===== config.mk =====
export PLATFORM = sky130hd
export DESIGN_NAME = axi_mux_sweep_ctrl
export DESIGN_NICKNAME = d
export VERILOG_FILES = /design/src/rtl/axi_mux_sweep_ctrl.sv
export SDC_FILE = /design/constraint.sdc
export NUM_CORES = 1
export LEC_CHECK = 0
export ABC_AREA = 1
export CAP_MARGIN = 25
export CORE_UTILIZATION = 61
export CTS_CLUSTER_DIAMETER = 100
export DETAILED_ROUTE_END_ITERATION = 12
export DONT_BUFFER_PORTS = 1
export PLACE_DENSITY = 0.77
export SLEW_MARGIN = 5
export SYNTH_ARGS = -nofsm -noshare
export SYNTH_HDL_FRONTEND = slang
export SYNTH_SLANG_ARGS = --single-unit

===== constraint.sdc =====
create_clock -name clk -period 4.5 [get_ports clk]
set_input_delay 0.45 -clock clk [delete_from_list [all_inputs] [get_ports clk]]
set_output_delay 0.45 -clock clk [all_outputs]
set_load 0.02 [all_outputs]

===== src/rtl/axi_mux_sweep_ctrl.sv =====
// -----------------------------------------------------------------------------
// axi_mux_sweep_ctrl
//
// Sequencer for the 7-input wavelet/FFT output mux. It drives the mux one-hot
// selector, walks the enabled channels round-robin and forwards frame_len valid
// samples per channel as one AXI-Stream frame terminated by tlast.
//
// Optional feature macro: SWEEP_HDR_EN
//   defined   : every frame is preceded by one header beat
//               {ch index[3:0], frame_len, zeros}, tvalid=1, tlast=0, issued
//               from the last settle cycle (frame length on stream = len+1).
//   undefined : frames carry samples only; no header logic is built.
//
// Ports
//   clk            in   1                 system clock, rising edge
//   aresetn        in   1                 asynchronous active-low reset
//   start          in   1                 one-cycle pulse, begin a sweep
//   continuous     in   1                 1: restart after the last channel
//   ch_mask        in   NUM_CH            channel enables, bit i = mux input i
//   frame_len      in   LEN_WIDTH         samples per channel frame (0 -> 1)
//   mux_tdata      in   AXIS_TDATA_WIDTH  mux output data
//   mux_tvalid     in   1                 mux output valid
//   selector       out  GPIO_SIZE         mux selector, one-hot or zero
//   m_axis_tdata   out  AXIS_TDATA_WIDTH  stream data to DMA
//   m_axis_tvalid  out  1                 stream valid
//   m_axis_tready  in   1                 stream ready (only monitored)
//   m_axis_tlast   out  1                 last beat of each channel frame
//   busy           out  1                 sweep in progress
//   done           out  1                 one-cycle pulse at end of sweep
//   overflow       out  1                 sticky: beat presented while !tready
// -----------------------------------------------------------------------------
`timescale 1ns/1ps

module axi_mux_sweep_ctrl #(
    parameter int AXIS_TDATA_WIDTH = 32,
    parameter int GPIO_SIZE        = 32,
    parameter int NUM_CH           = 7,
    parameter int LEN_WIDTH        = 16,
    parameter int SETTLE_CYCLES    = 2
) (
    input  logic                        clk,
    input  logic                        aresetn,
    input  logic                        start,
    input  logic                        continuous,
    input  logic [NUM_CH-1:0]           ch_mask,
    input  logic [LEN_WIDTH-1:0]        frame_len,
    input  logic [AXIS_TDATA_WIDTH-1:0] mux_tdata,
    input  logic                        mux_tvalid,
    output logic [GPIO_SIZE-1:0]        selector,
    output logic [AXIS_TDATA_WIDTH-1:0] m_axis_tdata,
    output logic                        m_axis_tvalid,
    input  logic                        m_axis_tready,
    output logic                        m_axis_tlast,
    output logic                        busy,
    output logic                        done,
    output logic                        overflow
);

    localparam int CH_W  = (NUM_CH > 1) ? $clog2(NUM_CH) : 1;
    localparam int SET_W = (SETTLE_CYCLES > 1) ? $clog2(SETTLE_CYCLES) : 1;
    // A settle length of zero still spends one cycle in SETTLE.
    localparam logic [SET_W-1:0] SETTLE_LAST =
        SET_W'((SETTLE_CYCLES > 0) ? SETTLE_CYCLES - 1 : 0);

    typedef enum logic [2:0] {
        S_IDLE,
        S_SELECT,
        S_SETTLE,
        S_CAPTURE,
        S_NEXT
    } state_t;

    state_t                      r_state;
    logic [NUM_CH-1:0]           r_mask;
    logic [LEN_WIDTH-1:0]        r_len;
    logic                        r_cont;
    logic [CH_W-1:0]             r_ch;
    logic [SET_W-1:0]            r_settle_cnt;
    logic [LEN_WIDTH-1:0]        r_sample_cnt;
    logic [GPIO_SIZE-1:0]        r_selector;
    logic [AXIS_TDATA_WIDTH-1:0] r_tdata;
    logic                        r_tvalid;
    logic                        r_tlast;
    logic                        r_busy;
    logic                        r_done;
    logic                        r_overflow;

    logic [NUM_CH-1:0]           w_above;
    logic [CH_W-1:0]             w_first_ch;
    logic [CH_W-1:0]             w_next_ch;
    logic [CH_W-1:0]             w_wrap_ch;
    logic                        w_next_found;
    logic [GPIO_SIZE-1:0]        w_onehot;
    logic [LEN_WIDTH-1:0]        w_len_eff;
    logic [LEN_WIDTH-1:0]        w_cnt_inc;

    // -------------------------------------------------------------------------
    // Channel search helpers
    // -------------------------------------------------------------------------
    // Enabled channels strictly above the current one; channel 0 can never be
    // above anything, so it is tied off instead of compared.
    genvar gi;
    generate
        for (gi = 0; gi < NUM_CH; gi++) begin : g_above
            if (gi == 0) begin : g_zero
                assign w_above[gi] = 1'b0;
            end else begin : g_cmp
                assign w_above[gi] = r_mask[gi] && (r_ch < CH_W'(gi));
            end
        end
    endgenerate

    assign w_next_found = |w_above;

    // Lowest-index priority encoders: scanning downward leaves the lowest hit.
    always_comb begin
        w_first_ch = '0;
        w_next_ch  = '0;
        w_wrap_ch  = '0;
        for (int i = NUM_CH - 1; i >= 0; i--) begin
            if (ch_mask[i]) w_first_ch = CH_W'(i);
            if (w_above[i]) w_next_ch  = CH_W'(i);
            if (r_mask[i])  w_wrap_ch  = CH_W'(i);
        end
    end

    // Selector decode; bits at or above NUM_CH are hard zero.
    generate
        for (gi = 0; gi < GPIO_SIZE; gi++) begin : g_sel
            if (gi < NUM_CH) begin : g_live
                assign w_onehot[gi] = (r_ch == CH_W'(gi));
            end else begin : g_dead
                assign w_onehot[gi] = 1'b0;
            end
        end
    endgenerate

    assign w_len_eff = (frame_len == '0) ? LEN_WIDTH'(1) : frame_len;
    assign w_cnt_inc = r_sample_cnt + LEN_WIDTH'(1);

`ifdef SWEEP_HDR_EN
    localparam int HDR_PAD = AXIS_TDATA_WIDTH - 4 - LEN_WIDTH;
    logic [AXIS_TDATA_WIDTH-1:0] w_hdr;
    assign w_hdr = {4'(r_ch), r_len, {HDR_PAD{1'b0}}};
`endif

    // -------------------------------------------------------------------------
    // Sweep FSM with registered outputs
    // -------------------------------------------------------------------------
    always_ff @(posedge clk or negedge aresetn) begin
        if (!aresetn) begin
            r_state      <= S_IDLE;
            r_mask       <= '0;
            r_len        <= '0;
            r_cont       <= 1'b0;
            r_ch         <= '0;
            r_settle_cnt <= '0;
            r_sample_cnt <= '0;
            r_selector   <= '0;
            r_tdata      <= '0;
            r_tvalid     <= 1'b0;
            r_tlast      <= 1'b0;
            r_busy       <= 1'b0;
            r_done       <= 1'b0;
            r_overflow   <= 1'b0;
        end else begin
            // Stream beats and done are single-cycle unless re-asserted below.
            r_tvalid <= 1'b0;
            r_tlast  <= 1'b0;
            r_done   <= 1'b0;

            // The mux cannot be stalled, so a refused beat is lost; flag it.
            if (r_tvalid && !m_axis_tready) begin
                r_overflow <= 1'b1;
            end

            case (r_state)
                S_IDLE: begin
                    if (start && (ch_mask != '0)) begin
                        r_mask     <= ch_mask;
                        r_len      <= w_len_eff;
                        r_cont     <= continuous;
                        r_overflow <= 1'b0;
                        r_busy     <= 1'b1;
                        r_ch       <= w_first_ch;
                        r_state    <= S_SELECT;
                    end
                end

                S_SELECT: begin
                    r_selector   <= w_onehot;
                    r_settle_cnt <= '0;
                    r_sample_cnt <= '0;
                    r_state      <= S_SETTLE;
                end

                // Mux pipeline still holds the previous channel: discard it.
                S_SETTLE: begin
                    if (r_settle_cnt == SETTLE_LAST) begin
                        r_state <= S_CAPTURE;
`ifdef SWEEP_HDR_EN
                        r_tdata  <= w_hdr;
                        r_tvalid <= 1'b1;
`endif
                    end else begin
                        r_settle_cnt <= r_settle_cnt + SET_W'(1);
                    end
                end

                S_CAPTURE: begin
                    if (mux_tvalid) begin
                        r_tdata      <= mux_tdata;
                        r_tvalid     <= 1'b1;
                        r_sample_cnt <= w_cnt_inc;
                        if (w_cnt_inc == r_len) begin
                            r_tlast    <= 1'b1;
                            r_selector <= '0;
                            r_state    <= S_NEXT;
                        end
                    end
                end

                S_NEXT: begin
                    if (w_next_found) begin
                        r_ch    <= w_next_ch;
                        r_state <= S_SELECT;
                    end else begin
                        r_ch <= w_wrap_ch;
                        // Live continuous is re-checked at every wrap so that
                        // dropping it ends the sweep after the current pass.
                        if (r_cont && continuous) begin
                            r_state <= S_SELECT;
                        end else begin
                            r_cont  <= 1'b0;
                            r_busy  <= 1'b0;
                            r_done  <= 1'b1;
                            r_state <= S_IDLE;
                        end
                    end
                end

                default: begin
                    r_state <= S_IDLE;
                end
            endcase
        end
    end

    assign selector      = r_selector;
    assign m_axis_tdata  = r_tdata;
    assign m_axis_tvalid = r_tvalid;
    assign m_axis_tlast  = r_tlast;
    assign busy          = r_busy;
    assign done          = r_done;
    assign overflow      = r_overflow;

endmodule

== After elaboration in Yosys (flattened, before gate mapping) ==
Cells that the tools add are included.

* Bits in registers: 116
* Input port bits: 61
* Output and inout port bits: 69
* Word-level logic and storage cells: 119

* $add $sub $neg: 2
* $lt $le $gt $ge: 6
* Equal/unequal tests: 17
* Muxes and demuxes: 55
* Reduce and logical (&&, ||, !) cells: 25

{| class="wikitable"
|+ Operators with widths
! cell !! number
|-
| 3-bit 2-to-1 mux || 26
|-
| 32-bit 2-to-1 mux || 2
|-
| 32-bit one-hot mux with 2 select lines || 1
|-
| 16-bit 2-to-1 mux || 2
|-
| 16-bit one-hot mux with 2 select lines || 1
|-
| 1-bit 2-to-1 mux || 18
|-
| 16-bit by 1-bit adder with 16-bit output (second input constant) || 1
|-
| 16-bit == test || 1
|-
| 16-bit logical NOT || 1
|-
| 3-bit one-hot mux with 5 select lines || 1
|-
| 3-bit by 2-bit == test with 1-bit output (second input constant) || 4
|-
| 3-bit == test (second input constant) || 4
|-
| 2-bit != test (second input constant) || 6
|-
| 1-bit logical AND || 9
|-
| 3-bit < comparator (second input constant) || 3
|-
| 2-bit AND reduction || 4
|-
| 4-bit AND reduction || 2
|-
| 7-bit nonzero test || 1
|-
| 3-bit by 1-bit == test with 1-bit output (second input constant) || 2
|-
| 3-bit logical NOT || 2
|-
| 3-bit by 2-bit < comparator with 1-bit output (second input constant) || 2
|-
| 1-bit one-hot mux with 2 select lines || 3
|-
| 3-bit one-hot mux with 2 select lines || 1
|-
| 2-bit nonzero test || 3
|-
| 5 further kinds || 5
|}

== Longest topological paths before layout ==
Gate-level depths: netlist of the first run.

* Depth in word-level cells: 10
* Mapped depth: 16
* Mapped depth without buffers: 16

== Least setup slack after synthesis of the first run ==
OpenSTA, ideal clock, no wires.

* Path kind: flip-flop to flip-flop
* Start point: register r_sample_cnt[0]
* End point: register r_selector[1] (netlist: selector[1])
* Library setup time: 0.117 ns
* Arrival: 1.771 ns
* Required time: 4.383 ns
* Path slack: 2.611 ns
* Cell stages (with the launch flop): 16
* Path buffers: 0
* Period minus slack after synthesis: 1.889 ns
* Cell sequence: dfrtp_1 -> ha_1 -> nand2_1 -> inv_1 -> nor2_1 -> nand2_1 -> nand2_1 -> nand2_1 -> nor2_1 -> nand3_1 -> nor2_2 -> nand4_2 -> nand2_4 -> nand2_4 -> nand2_1 -> nand2_1

* Word-level cells in the longest chain between the ends: 4

{| class="wikitable"
|+ Ends and longest elaborated chain
! item !! line !! RTL
|-
| start, declared || 79 || <nowiki>logic [LEN_WIDTH-1:0] r_sample_cnt;</nowiki>
|-
| start signal, assigned || 214 || <nowiki>r_sample_cnt <= w_cnt_inc;</nowiki>
|-
| 16-bit by 1-bit adder with 16-bit output || 139 || <nowiki>assign w_cnt_inc = r_sample_cnt + LEN_WIDTH'(1);</nowiki>
|-
| 16-bit == test || 215 || <nowiki>if (w_cnt_inc == r_len) begin</nowiki>
|-
| 2-bit != test (no line) || -- ||
|-
| 3-bit AND reduction (no line) || -- ||
|-
| end signal, assigned || 191 || <nowiki>r_selector <= w_onehot;</nowiki>
|-
| end, declared || 80 || <nowiki>logic [GPIO_SIZE-1:0] r_selector;</nowiki>
|}

No other way between the ends.
A chain may end at the register's enable or synchronous reset.

== Worst setup path in the final report of the first run ==
* Start point: register r_state[1]
* End point: register r_sample_cnt[15]

* Word-level cells in the longest chain between the ends: 3
* Elaborated cells on any way between the ends: 6
* Classes of those cells: eq/ne: 3; mux: 1; reduce/logical: 2

{| class="wikitable"
|+ Ends and longest elaborated chain
! item !! line !! RTL
|-
| start, declared || 73 || <nowiki>state_t r_state;</nowiki>
|-
| start signal, assigned || 152 || <nowiki>r_state <= S_IDLE;</nowiki>
|-
| start signal, assigned || 186 || <nowiki>r_state <= S_SELECT;</nowiki>
|-
| start signal, assigned || 194 || <nowiki>r_state <= S_SETTLE;</nowiki>
|-
| 3-bit by 2-bit == test with 1-bit output / 3-bit by 1-bit == test with 1-bit output (equally long branches) || 177 || <nowiki>case (r_state)</nowiki>
|-
| 2-bit != test (no line) / 2-bit nonzero test (equally long branches) || -- ||
|-
| 2-bit AND reduction (no line) || -- ||
|}

Several ways; a longest one is shown, not always the timed one.

==> metrics.txt, run 1 <==
status=finished, final reports clean; Setup crit start kind=flip-flop; die width=90.74 um; hold path start=mux_tdata[11]; IO Port Bufs=0; delay-heaviest family, CP=simple AND/OR/NAND/NOR gates; Hold Slack=0.1830 ns; Post-Syn Instances=631; Worst Path Buf+Inv=3; Worst Hold Depth=2; Hold Path End=m_axis_tdata[11]; nets=694; crit path capture type=flip-flop; detailed-route DRC error count=0; io pins=130; Final ANT Viol Nets=0; Clk pin slew, worst setup/hold paths=0.10 ns; synth-to-layout area growth=4.689%; Root Buffer=clkbuf_8; Clock Path Buffers=2; CP max stage delay=0.60 ns; first-pass GRT wire length=18130 um; clock sinks=91; Max-cap violations=0; LEAKAGE=0.002601 uW; Final GP Congestion=0.9813; TritonRoute pass-1 iters=5; Worst EP arrival=2.69 ns; Tightest Pin Transition=0.8585 ns; Min-Delay Path Class=in2reg; layout cell share with drive strength beyond 1=6.279%; core area=0.007447 mm^2; register area share after synthesis=47.41%; Via-to-Cell Ratio=5.522; worst skew pair latency=0.37 ns; setup TNS=0 ns; Die Height=90.74 um; CTS H-tree depth=3; critical path type=reg2reg; synth unique cells=32; crit path cell chain=nand2_1 > nor2_1 > nand2_1 > buf_4 > inv_1 > nor2_1 > inv_1 > o21ai_0; Synth top area share=47.41%; Max Fclk=0.4063 GHz; Avg Synthesized Cell Area=7.612 um^2; post-place setup slack=2.087 ns; post-route setup slack=2.039 ns; largest net degree at the start of global routing=92; total track usage=28.21%; worst path required time=4.73 ns; Starting Density=64.50%; RSZ-0062 raised after global routing=no; Slew Limit Fails=0; Final period util=54.69%; count of final setup violators=0; Post-CTS Resized=0; Final HPWL DP=7979 um; ant diodes=0; final hold viol count=0; row count=31; PD cells=699.9 mW/mm^2; drt wl/cell=14.92 um; TritonCTS buffer count=9; FF-to-FF Start=r_state[1]; top cells by area, synth=dfrtp_1 (47%), nand2_1 (18%), inv_1 (5.2%); FF-to-FF End=r_sample_cnt[15]; Yosys top cell by area=dfrtp_1; Rel. slew slack=42.61%; critical path's slowest cell=nor2_1; fin crit period=2.461 ns; Synth Register Bits=91; critical path fanouts, max=42; initial antenna violation count=0; skew final=0.007860 ns; Mapped Area=0.004803 mm^2; CTS tree=built; DR vias=4064; R2R depth=8; vias in the first global route=3893; Starting DRT DRC Count=263; gr ovfl total=0; Reg2Reg Setup Slack=2.04 ns; Synth Warn #=0; VDD IR max=0.4425 mV; drt total wl=10980 um; die area=0.008233 mm^2
[state kept, by name, summed over array words and instances, names as in the netlist, 3 cells and up]
| register | count |
|---|---|
| selector | 7 |
| r_len | 16 |
| r_mask | 7 |
| m_axis_tdata | 32 |
| r_ch | 3 |
| r_sample_cnt | 16 |
| r_state | 3 |
[how the worst max path moves through the flow]
stage	startpoint	to	slack [ns]	cells after the start
final	r_state[1]	r_sample_cnt[15]	2.04	8
after global routing	r_state[1]	r_sample_cnt[11]	1.85	8
after CTS	r_state[1]	r_sample_cnt[15]	2.07	8
after detailed placement	r_state[1]	r_sample_cnt[15]	2.09	8
after global placement	r_state[1]	r_sample_cnt[14]	2.16	8
after floorplan	r_sample_cnt[0]	selector[1]	2.61	15
[metal layers]
metal | track usage [%] | part of all wire [%]
met1 | 37.37 | 44
met4 | 10.22 | 2.0
met3 | 7.744 | 8.3
met5 | 0 | 0
met2 | 44.57 | 46
[where the power goes]
part	switching, uW	internal, uW
registers	561	1170
logic	794	440
clock network	325	225
total	1680	1840
[placed cells by master (no fill, tap or decap), drive strengths merged]
master	instances
a21oi	10
a31oi	6
and3	1
buf	4
clkbuf	10
clkinv	2
clkinvlp	2
conb	25
dfrtp	91
dlygate4sd3	1
ha	1
inv	69
mux2	4
nand2	237
nand3	43
nand3b	8
nand4	15
nor2	36
nor3	10
nor4	6
o211ai	1
o21ai	41
o21ba	1
o22ai	7
o311ai	1
or2	1
xnor2	1
xnor3	1
xor2	2
[Yosys cell counts (all sizes together)]
cell and count:
nand2 237, a31oi 6, nand3b 8, buf 26
o21ai 41, o22ai 7, nand3 43, o311ai 1
xnor3 1, ha 1, dfrtp 91, nor4 6
clkbuf 13, o21ba 1, inv 67, mux2 4
nand4 15, xor2 2, o211ai 1, or2 1
a21oi 10, conb 1, xnor2 1, and3 1
nor3 10, nor2 36
[timing repair]
item / 4_1_cts / 5_1_grt
hold buffers: 2 / 0
setup endpoints to repair: 0 / 0
hold endpoints to repair: 91 / 0
buffers inserted: 0 / 0
[cell families after synthesis]
kind of cell / share of synthesized area [%]
AND/OR/NAND/NOR: 32.43
buffers and inverters: 10.32
flip-flops: 47.41
AO/OA/AOI/OAI: 7.554
XOR/XNOR: 1.016
multiplexers: 0.9377
adder cells (fa/ha/maj): 0.2604
other: 0.07807
[final cells by class]
type,instances,area (um^2)
fillers,616,2419
flip-flops and latches,91,2277
multi-input cells,458,2121
inverters,67,251.5
clock buffers,10,137.6
well taps,99,123.9
repair buffers,5,60.06
clock inverters,6,57.56
[stage by stage]
step | total power [uW] | util (%) | cell area [um^2] | std cells
CTS | 3513 | 67.52 | 5029 | 736
global route | 3794 | 67.52 | 5029 | 736
global placement | 2882 | 64.40 | 4796 | 718
finish | 3519 | 67.52 | 5029 | 736
floorplan | 2631 | - | 4893 | 655
detailed placement | 2942 | 64.40 | 4796 | 718
(Power assumes the default switching activity.)
==> run 2, diff against run 1 <==
==> constraint.sdc (replaced) <==
create_clock -name clk -period 2.5 [get_ports clk]
set_input_delay 0.25 -clock clk [delete_from_list [all_inputs] [get_ports clk]]
set_output_delay 0.25 -clock clk [all_outputs]
set_load 0.02 [all_outputs]
==> run 2 against run 1 <==
Non-clock buffer count rose by 30. Count of clock-buffer cells in the layout did not move. Hold slack got worse by 0.18 ns. Sequential share of layout area fell by 2.7 points. Clock power rose by 100%. Critical path depth rose by 6. Critical path type unchanged.
==> metrics.txt, run 2 (same netlist as run 1, synthesis figures left out) <==
most frequent cells in the layout=nand2_1 (232), dfrtp_1 (91), inv_1 (67); skew final=0.01114 ns (+0.003281 ns); Final ANT Viol Nets=0 (unchanged); most common cell after layout, fill and taps aside=nand2_1; Tightest Pin Transition=0.6176 ns (-0.2409 ns); postcts setup bufs=0 (unchanged); Sequential Area=0.002277 mm^2 (unchanged); Worst Hold Depth=2 (unchanged); PD cells=1220 mW/mm^2 (+74%); drt total wl=11380 um (+3.6%); post-place setup slack=0.3441 ns (-1.743 ns); RSZ-0062 raised after global routing=no; Setup crit start kind=flip-flop; TritonCTS buffer count=9 (unchanged); largest net degree at the start of global routing=92 (unchanged); drt wl/cell=14.85 um (-0.45%); critical path fanouts, max=7 (-83%); count of final setup violators=0 (unchanged); total track usage=29.18% (+0.97 points); Final period util=88.13% (+33 points); Clk pin slew, worst setup/hold paths=0.10 ns (about the same); nets=724 (+4.3%); first-pass GRT wire length=19140 um (+5.6%); final hold viol count=0 (unchanged); Slew Limit Fails=0 (unchanged); Post-CTS Resized=0 (unchanged); synth-to-layout area growth=11.38%; worst path required time=2.76 ns (-1.97 ns); Final GP Congestion=0.8852 (-9.8%); gr ovfl total=0 (unchanged); die area=0.008233 mm^2 (unchanged); R2R depth=14 (+6); post-route setup slack=0.2967 ns (-1.742 ns); IO Port Bufs=0 (unchanged); die width=90.74 um (unchanged); Hold Path End=r_len[3]; Worst EP arrival=2.47 ns (-0.22 ns); initial antenna violation count=0 (unchanged); core area=0.007447 mm^2 (unchanged); status=finished, final reports clean; crit path capture type=flip-flop; layout cell share with drive strength beyond 1=6.147% (-0.13 points); worst skew pair latency=0.36 ns (about the same); fill count=567 (-8.0%); Max Fclk=0.4539 GHz (+12%); Starting DRT DRC Count=266 (+1.1%); Min-Delay Path Class=in2reg; Finished Layout Cells=766 (+4.1%); Via-to-Cell Ratio=5.428 (-1.7%); number of flip-flops in the largest register=32 (unchanged); CTS tree=built; critical path type=reg2reg; Inst Count DP=720 (+0.28%); LEAKAGE=0.002743 uW (+5.4%); TritonRoute pass-1 iters=5 (unchanged); setup TNS=0 ns (unchanged); VDD IR max=0.6779 mV (+53%); FF-to-FF Start=r_sample_cnt[0]; FF-to-FF End=selector[6]; Max-cap violations=0 (unchanged); Clock Path Buffers=2 (unchanged); Final HPWL DP=7807 um (-2.2%); hold path start=frame_len[3]; Die Height=90.74 um (unchanged); ant diodes=0 (unchanged); area of the multi-input gates=0.002121 mm^2 (unchanged); Rel. slew slack=58.71% (+16 points); Starting Density=64.50% (unchanged); row count=31 (unchanged); vias in the first global route=4112 (+5.6%); Root Buffer=clkbuf_8; DR vias=4158 (+2.3%); clock sinks=91 (unchanged); Reg2Reg Setup Slack=0.30 ns (-1.74 ns); CTS H-tree depth=3 (unchanged); fin crit period=2.203 ns (-0.2578 ns); detailed-route DRC error count=0 (unchanged); io pins=130 (unchanged)
## run 2: cell types whose count changed in the layout (fill, tap and decap cells not counted)
cell / change
bufinv_16: +2
clkbuf_8: -1
clkinv_4: -1
buf_4: +2
clkinvlp_4: -1
clkinv_8: -1
clkbuf_1: +1
dlygate4sd3_1: +28
inv_6: +1
## run 2: repair_timing
action                                 4_1_cts  5_1_grt
hold buffers                                30        0
endpoints found under the hold margin      119        0
setup endpoints to repair                    0        0
## run 2: layout make-up
type                            count  share of cell area (%)
Clock buffer                       10                   2.385
Clock inverter                      6                   1.754
Inverter                           67                   4.701
Multi-Input combinational cell    458                   39.64
Sequential cell                    91                   42.56
Tap cell                           99                   2.315
Timing Repair Buffer               35                   6.642
## run 2: metrics by stage
stage,utilization [%],hold slack [ns],instance area (um^2),total power [uW]
4_1_cts,71.84,0.0001224,5350,6500
6_report,71.84,0.006882,5350,6527
2_1_floorplan,-,-0.04559,4893,4736
3_3_place_gp,64.60,-0.04342,4811,5203
5_1_grt,71.84,0.02796,5350,7017
3_5_place_dp,64.60,-0.04367,4811,5304
## run 2: critical path, stage by stage, from the launching register on
cell and delay [ns]:
dfrtp_1 0.46, ha_1 0.23, nand2_1 0.11, nor2_2 0.23, nand3_1 0.15, nand3b_1 0.14, nand2_1 0.07, inv_1 0.05
nand3_1 0.08, nor2_2 0.12, nand4_2 0.14, nand2_4 0.12, nand2_4 0.08, nand2_1 0.08, nand2_1 0.05
## run 2: layer usage
layer | vias up | GRT usage [%] | wire length [um]
met5 | - | 0 | 0
met4 | 0 | 10.62 | 186
met3 | 18 | 8.249 | 1016
met2 | 188 | 46.28 | 5216
met1 | 1905 | 38.22 | 4957
li1 | 2047 | - | -
## run 2: how the worst max path moves through the flow
| stage | startpoint | endpoint | slack [ns] |
|---|---|---|---|
| 3_3_place_gp | r_sample_cnt[0] | selector[0] | 0.48 |
| 2_1_floorplan | r_sample_cnt[0] | selector[1] | 0.61 |
| 4_1_cts | r_sample_cnt[0] | selector[2] | 0.32 |
| 3_5_place_dp | r_sample_cnt[0] | selector[2] | 0.34 |
| 6_report | r_sample_cnt[0] | selector[6] | 0.30 |
| 5_1_grt | r_sample_cnt[0] | selector[4] | 0.05 |
## run 2: power by group
group          total [uW]  switching (uW)  internal [uW]  leakage (uW)
Combinational        2280            1440            836       0.00148
Sequential           3120            1010           2110       0.00116
Clock                1120             549            575      0.000108
